==> config.mk <==
export PLATFORM = sky130hd
export DESIGN_NAME = bin_to_bcd_converter
export DESIGN_NICKNAME = d
export VERILOG_FILES = /design/src/rtl/bin_to_bcd_converter.sv
export SDC_FILE = /design/constraint.sdc
export NUM_CORES = 1
export LEC_CHECK = 0
export ABC_AREA = 1
export CAP_MARGIN = 10
export CORE_ASPECT_RATIO = 0.9
export CORE_UTILIZATION = 31
export CTS_BUF_LIST = sky130_fd_sc_hd__clkbuf_8 sky130_fd_sc_hd__clkbuf_16
export DETAILED_ROUTE_END_ITERATION = 10
export DONT_BUFFER_PORTS = 1
export PLACE_DENSITY = 0.49
export SLEW_MARGIN = 15
export SYNTH_ARGS = -nofsm -noshare
export SYNTH_HDL_FRONTEND = slang
export SYNTH_SLANG_ARGS = --single-unit
==> constraint.sdc <==
create_clock -name clk -period 2.3 [get_ports clk]
set_clock_uncertainty 0.05 [all_clocks]
set_input_delay 0.345 -clock clk [delete_from_list [all_inputs] [get_ports clk]]
set_output_delay 0.345 -clock clk [all_outputs]
set_load 0.005 [all_outputs]
==> src/rtl/bin_to_bcd_converter.sv <==
// Sequential binary-to-BCD converter (shift-and-add-3) feeding a 4-digit display.
// Digits are registered and only change on a completed conversion or on reset.
module bin_to_bcd_converter #(
    parameter int WIDTH     = 14,
    parameter int MAX_VALUE = 9999
) (
    input  logic             clk,
    input  logic             rst_n,
    input  logic             start,
    input  logic [WIDTH-1:0] bin_in,
    output logic             busy,
    output logic             done,
    output logic             overflow,
    output logic [3:0]       data_digit1,
    output logic [3:0]       data_digit2,
    output logic [3:0]       data_digit3,
    output logic [3:0]       data_digit4
);

    localparam int          CW     = $clog2(WIDTH + 1);
    localparam logic [CW-1:0] LAST = CW'(WIDTH - 1);
    localparam logic [15:0] MAX_V  = 16'(MAX_VALUE);

    typedef enum logic [1:0] {
        IDLE   = 2'd0,
        SHIFT  = 2'd1,
        UPDATE = 2'd2
    } state_t;

    state_t           state_q,    state_d;
    logic [WIDTH-1:0] bin_q,      bin_d;
    logic [WIDTH-1:0] cap_q,      cap_d;
    logic [15:0]      scratch_q,  scratch_d;
    logic [CW-1:0]    count_q,    count_d;
    logic             busy_q,     busy_d;
    logic             done_q,     done_d;
    logic             overflow_q, overflow_d;
    logic [15:0]      digits_q,   digits_d;
    logic [15:0]      scratch_adj_s;
    logic [15:0]      cap_ext_s;

    function automatic logic [3:0] add3(input logic [3:0] n);
        if (n >= 4'd5) begin
            return n + 4'd3;
        end else begin
            return n;
        end
    endfunction

    // Nibble pre-adjust ahead of the shift; the saturation check uses the captured input.
    always_comb begin
        scratch_adj_s = {add3(scratch_q[15:12]), add3(scratch_q[11:8]),
                         add3(scratch_q[7:4]),   add3(scratch_q[3:0])};
        cap_ext_s     = 16'(cap_q);
    end

    // Next-state and datapath for the IDLE/SHIFT/UPDATE sequence.
    always_comb begin
        state_d    = state_q;
        bin_d      = bin_q;
        cap_d      = cap_q;
        scratch_d  = scratch_q;
        count_d    = count_q;
        busy_d     = busy_q;
        done_d     = 1'b0;
        overflow_d = overflow_q;
        digits_d   = digits_q;
        case (state_q)
            IDLE: begin
                if (start) begin
                    bin_d     = bin_in;
                    cap_d     = bin_in;
                    scratch_d = 16'd0;
                    count_d   = {CW{1'b0}};
                    busy_d    = 1'b1;
                    state_d   = SHIFT;
                end else begin
                    state_d   = IDLE;
                end
            end
            SHIFT: begin
                scratch_d = {scratch_adj_s[14:0], bin_q[WIDTH-1]};
                bin_d     = {bin_q[WIDTH-2:0], 1'b0};
                count_d   = count_q + CW'(1);
                if (count_q == LAST) begin
                    state_d = UPDATE;
                end else begin
                    state_d = SHIFT;
                end
            end
            UPDATE: begin
                // The scratch wraps above 9999, so saturation must not look at it.
                if (cap_ext_s > MAX_V) begin
                    digits_d   = 16'h9999;
                    overflow_d = 1'b1;
                end else begin
                    digits_d   = scratch_q;
                    overflow_d = 1'b0;
                end
                done_d  = 1'b1;
                busy_d  = 1'b0;
                state_d = IDLE;
            end
            default: begin
                busy_d  = 1'b0;
                state_d = IDLE;
            end
        endcase
    end

    // State and datapath registers with synchronous active-low reset.
    always_ff @(posedge clk) begin
        if (!rst_n) begin
            state_q    <= IDLE;
            bin_q      <= {WIDTH{1'b0}};
            cap_q      <= {WIDTH{1'b0}};
            scratch_q  <= 16'd0;
            count_q    <= {CW{1'b0}};
            busy_q     <= 1'b0;
            done_q     <= 1'b0;
            overflow_q <= 1'b0;
            digits_q   <= 16'd0;
        end else begin
            state_q    <= state_d;
            bin_q      <= bin_d;
            cap_q      <= cap_d;
            scratch_q  <= scratch_d;
            count_q    <= count_d;
            busy_q     <= busy_d;
            done_q     <= done_d;
            overflow_q <= overflow_d;
            digits_q   <= digits_d;
        end
    end

    assign busy        = busy_q;
    assign done        = done_q;
    assign overflow    = overflow_q;
    assign data_digit1 = digits_q[3:0];
    assign data_digit2 = digits_q[7:4];
    assign data_digit3 = digits_q[11:8];
    assign data_digit4 = digits_q[15:12];

endmodule

==> reports/results.tsv <==
stage	metric	value	unit
worst_setup_path	Crit Reg-Reg Startpoint	state_q[1]	
layout	most frequent cells in the layout	95 x nand2_1, 65 x dfxtp_1, 38 x nor2_1, 31 x inv_1, 30 x a21oi_1	
clock_tree	H-Tree Depth	3	
layout	Finished Cell Area	3170	sq um
sta	Final setup viols	0	
sta	hold violation total from the final report	0	
die	Die Footprint	9630	sq um
layout	Final #Nets	399	
clock_tree	Post-CTS Repair Setup Buffers	0	
worst_setup_path	WS Path Type	reg -> reg	
detailed_routing	detailed-route via count	2302	
layout	layout cells sized above 1	11.7	%
worst_setup_path	CP max stage delay	0.44	ns
clock_tree	CTS tree	built	
die	Chip Height	93.2	um
worst_setup_path	Max FO, Critical Path	33	
layout	Seq. cell area	1300	sq um
sta	worst-margin pin slew	0.533	ns
worst_setup_path	Critical Path RT	2.52	ns
synthesis	synthesized area	2860	sq um
worst_setup_path	CP arrival	1.86	ns
detailed_routing	DR pass1 iterations	4	
placed_design	# port buffers	0	
layout	Syn-to-layout area delta	10.6	%
worst_setup_path	CP startpoint kind	flop	
clock_tree	CTS resizes	0	
synthesis	Seq cells post-synth	65	
global_route	largest net degree at the start of global routing	62	
worst_setup_path	CP cell instances	inv_2, nand3_4, inv_4, nor2_8, nand2_1, inv_1, nor2_1, nor2_1	
run	max_cap viols	0	
clock_tree	hold buffer count at CTS	0	
min_path	Hold Crit Class	in -> reg	
clock_tree	buffer depth of the longest clock path	2	
worst_setup_path	worst r2r dst	scratch_q[4]	
global_route	vias in the first global route	2126	
placed_design	DP Wirelength	4.09	mm
global_route	initial antenna violation count	0	
worst_setup_path	crit end category	flop	
layout	antenna cells	0	
worst_setup_path	most frequent CP cell	nor2_1	
sta	period utilisation layout	71.4	%
synthesis	register area share after synthesis	45.4	%
clock_tree	CTS root buf	clkbuf_8	
power_and_ir_drop	IR drop worst, VDD	0.000318	V
die	IO Pins	36	
layout	final core occ	36.1	%
die	# rows	32	
detailed_routing	initial DRC count	101	
placed_design	placer congestion estimate	0.778	
sta	Final Max Slew Viols	0	
detailed_routing	Remaining DRCs	0	
global_route	first-pass GRT wire length	10.4	mm
clock_tree	Reg clk slew, reported paths	0.07	ns
layout	filler instances	932	
clock_tree	Sink Count	65	
global_route	total grt overflow	0	
detailed_routing	post-route ant nets	0	
worst_setup_path	r2r worst-path depth	8	
min_path	hold path start	rst_n	
power_and_ir_drop	Cell Pwr Density	746	nW/um^2
layout	Multi-input gate area	1330	sq um
synthesis	Synth Instances	374	
sta	RSZ-0062 raised after global routing	no	
worst_setup_path	Slowest-stage cell, CP	nor2_8	
die	Starting Density	32.7	%
sta	Final TNS setup	0	ns
power_and_ir_drop	LEAKAGE	1.20	nW
detailed_routing	vias per cell	4.64	
detailed_routing	Post-Route WL	6.18	mm
min_path	Hold Crit Depth	2	
synthesis	Synth cell types	28	
clock_tree	Skew-Pair Late Insertion Delay	0.34	ns
power_and_ir_drop	Design Power	2.36	mW
die	Placeable Area	8770	sq um
sta	Slew headroom	64.5	%
clock_tree	number of buffers created by CTS	9	
synthesis	syn nets	401	
placed_design	Place WS	0.615	ns
synthesis	Yosys warnings	0	
sta	final worst slack	0.658	ns
placed_design	DP Area	2960	sq um
worst_setup_path	Reg2Reg Setup Slack	0.66	ns
die	die width	103	um
run_status	status	completed	
sta	fin crit period	1.64	ns
synthesis	Avg Inst Size Synth	7.66	sq um
min_path	Worst Hold End	overflow	
detailed_routing	routed length per placed instance	12.5	um
sta	fmax	609	MHz
layout	most common cell after layout, fill and taps aside	nand2_1	
global_route	GRT Resource Usage Total	14.1	%
-- where the power goes --
part | internal, mW | total (mW) | switching, mW | leakage (nW)
sequential | 1.16 | 1.18 | 0.0194 | 0.528
clock | 0.600 | 1.04 | 0.436 | 0.110
combinational | 0.0433 | 0.150 | 0.106 | 0.563
-- critical path, delay by kind of cell, from the launching register on --
kind,cells,cell delay [ns]
buf+inv,3,0.28
flops,1,0.43
simple gates,5,0.81
-- state kept, by name, indices dropped and copies added (netlist names) --
signal     cells
done           1
state_q        2
digits_q      16
overflow       1
bin_q         14
count_q        4
cap_q         10
scratch_q     16
busy           1
-- synth_stat cells --
cell type	number	area share [%]
dfxtp_1	65	45
ha_1	10	4.4
nand3_1	18	3.1
nor2_4	1	0.39
a21oi_2	8	2.4
buf_6	3	1.2
o21ai_1	1	0.17
buf_4	1	0.26
o211ai_1	8	2.1
a21oi_1	30	5.2
nand3_4	1	0.61
nor3_1	2	0.35
nand2_2	8	1.7
a31oi_1	13	2.8
nand4_1	5	1.1
nor2_1	38	5.0
clkbuf_1	1	0.13
xor2_1	3	0.92
a22oi_1	1	0.26
nor2_8	1	0.70
inv_2	3	0.39
nand2_1	95	12
inv_4	1	0.22
o21ai_0	13	2.3
nor3_2	1	0.35
inv_1	31	4.1
buf_1	5	0.66
buf_2	7	1.2
-- area by class of cell --
class / instances / share of cell area, %
multi-input combinational: 257 / 42.0
sequential: 65 / 41.1
clock inverter: 7 / 2.73
clock buffer: 9 / 3.91
inverter: 35 / 4.23
tap: 119 / 4.70
timing repair buffer: 4 / 1.34
-- how the worst max path moves through the flow --
stage / start / end / slack, ns / cells after the start
6_report: state_q[1] / scratch_q[4] / 0.66 / 8
5_1_grt: state_q[1] / scratch_q[4] / 0.42 / 8
4_1_cts: state_q[1] / scratch_q[4] / 0.60 / 8
3_5_place_dp: state_q[1] / scratch_q[4] / 0.61 / 8
3_3_place_gp: state_q[1] / scratch_q[12] / 0.67 / 8
2_1_floorplan: scratch_q[0] / scratch_q[2] / 1.04 / 8
-- routing by layer --
| metal | share of wire [%] | global-route usage [%] | vias to the layer above |
|---|---|---|---|
| met2 | 41 | 20.3 | 48 |
| met4 | 1.5 | 4.93 | 0 |
| met5 | 0 | 0 | - |
| met3 | 5.0 | 4.56 | 11 |
| met1 | 53 | 19.5 | 1027 |
| li1 | - | - | 1216 |
-- metrics by stage --
stage                     hold slack (ns)  std cells
after floorplan                     0.389        374
after global placement              0.401        480
after global routing               0.0829        496
final                              0.0913        496
after detailed placement            0.406        480
after CTS                          0.0730        496
-- cell families after synthesis --
family / count (synthesis) / share of synthesized area, %
buffers and inverters: 52 / 8.13
xor gates and xnor gates: 3 / 0.918
and+or+nand+nor: 170 / 25.8
AOI/OAI and AO/OA: 74 / 15.3
DFF: 65 / 45.4
adders and majority gates: 10 / 4.37
(Power assumes the default switching activity.)
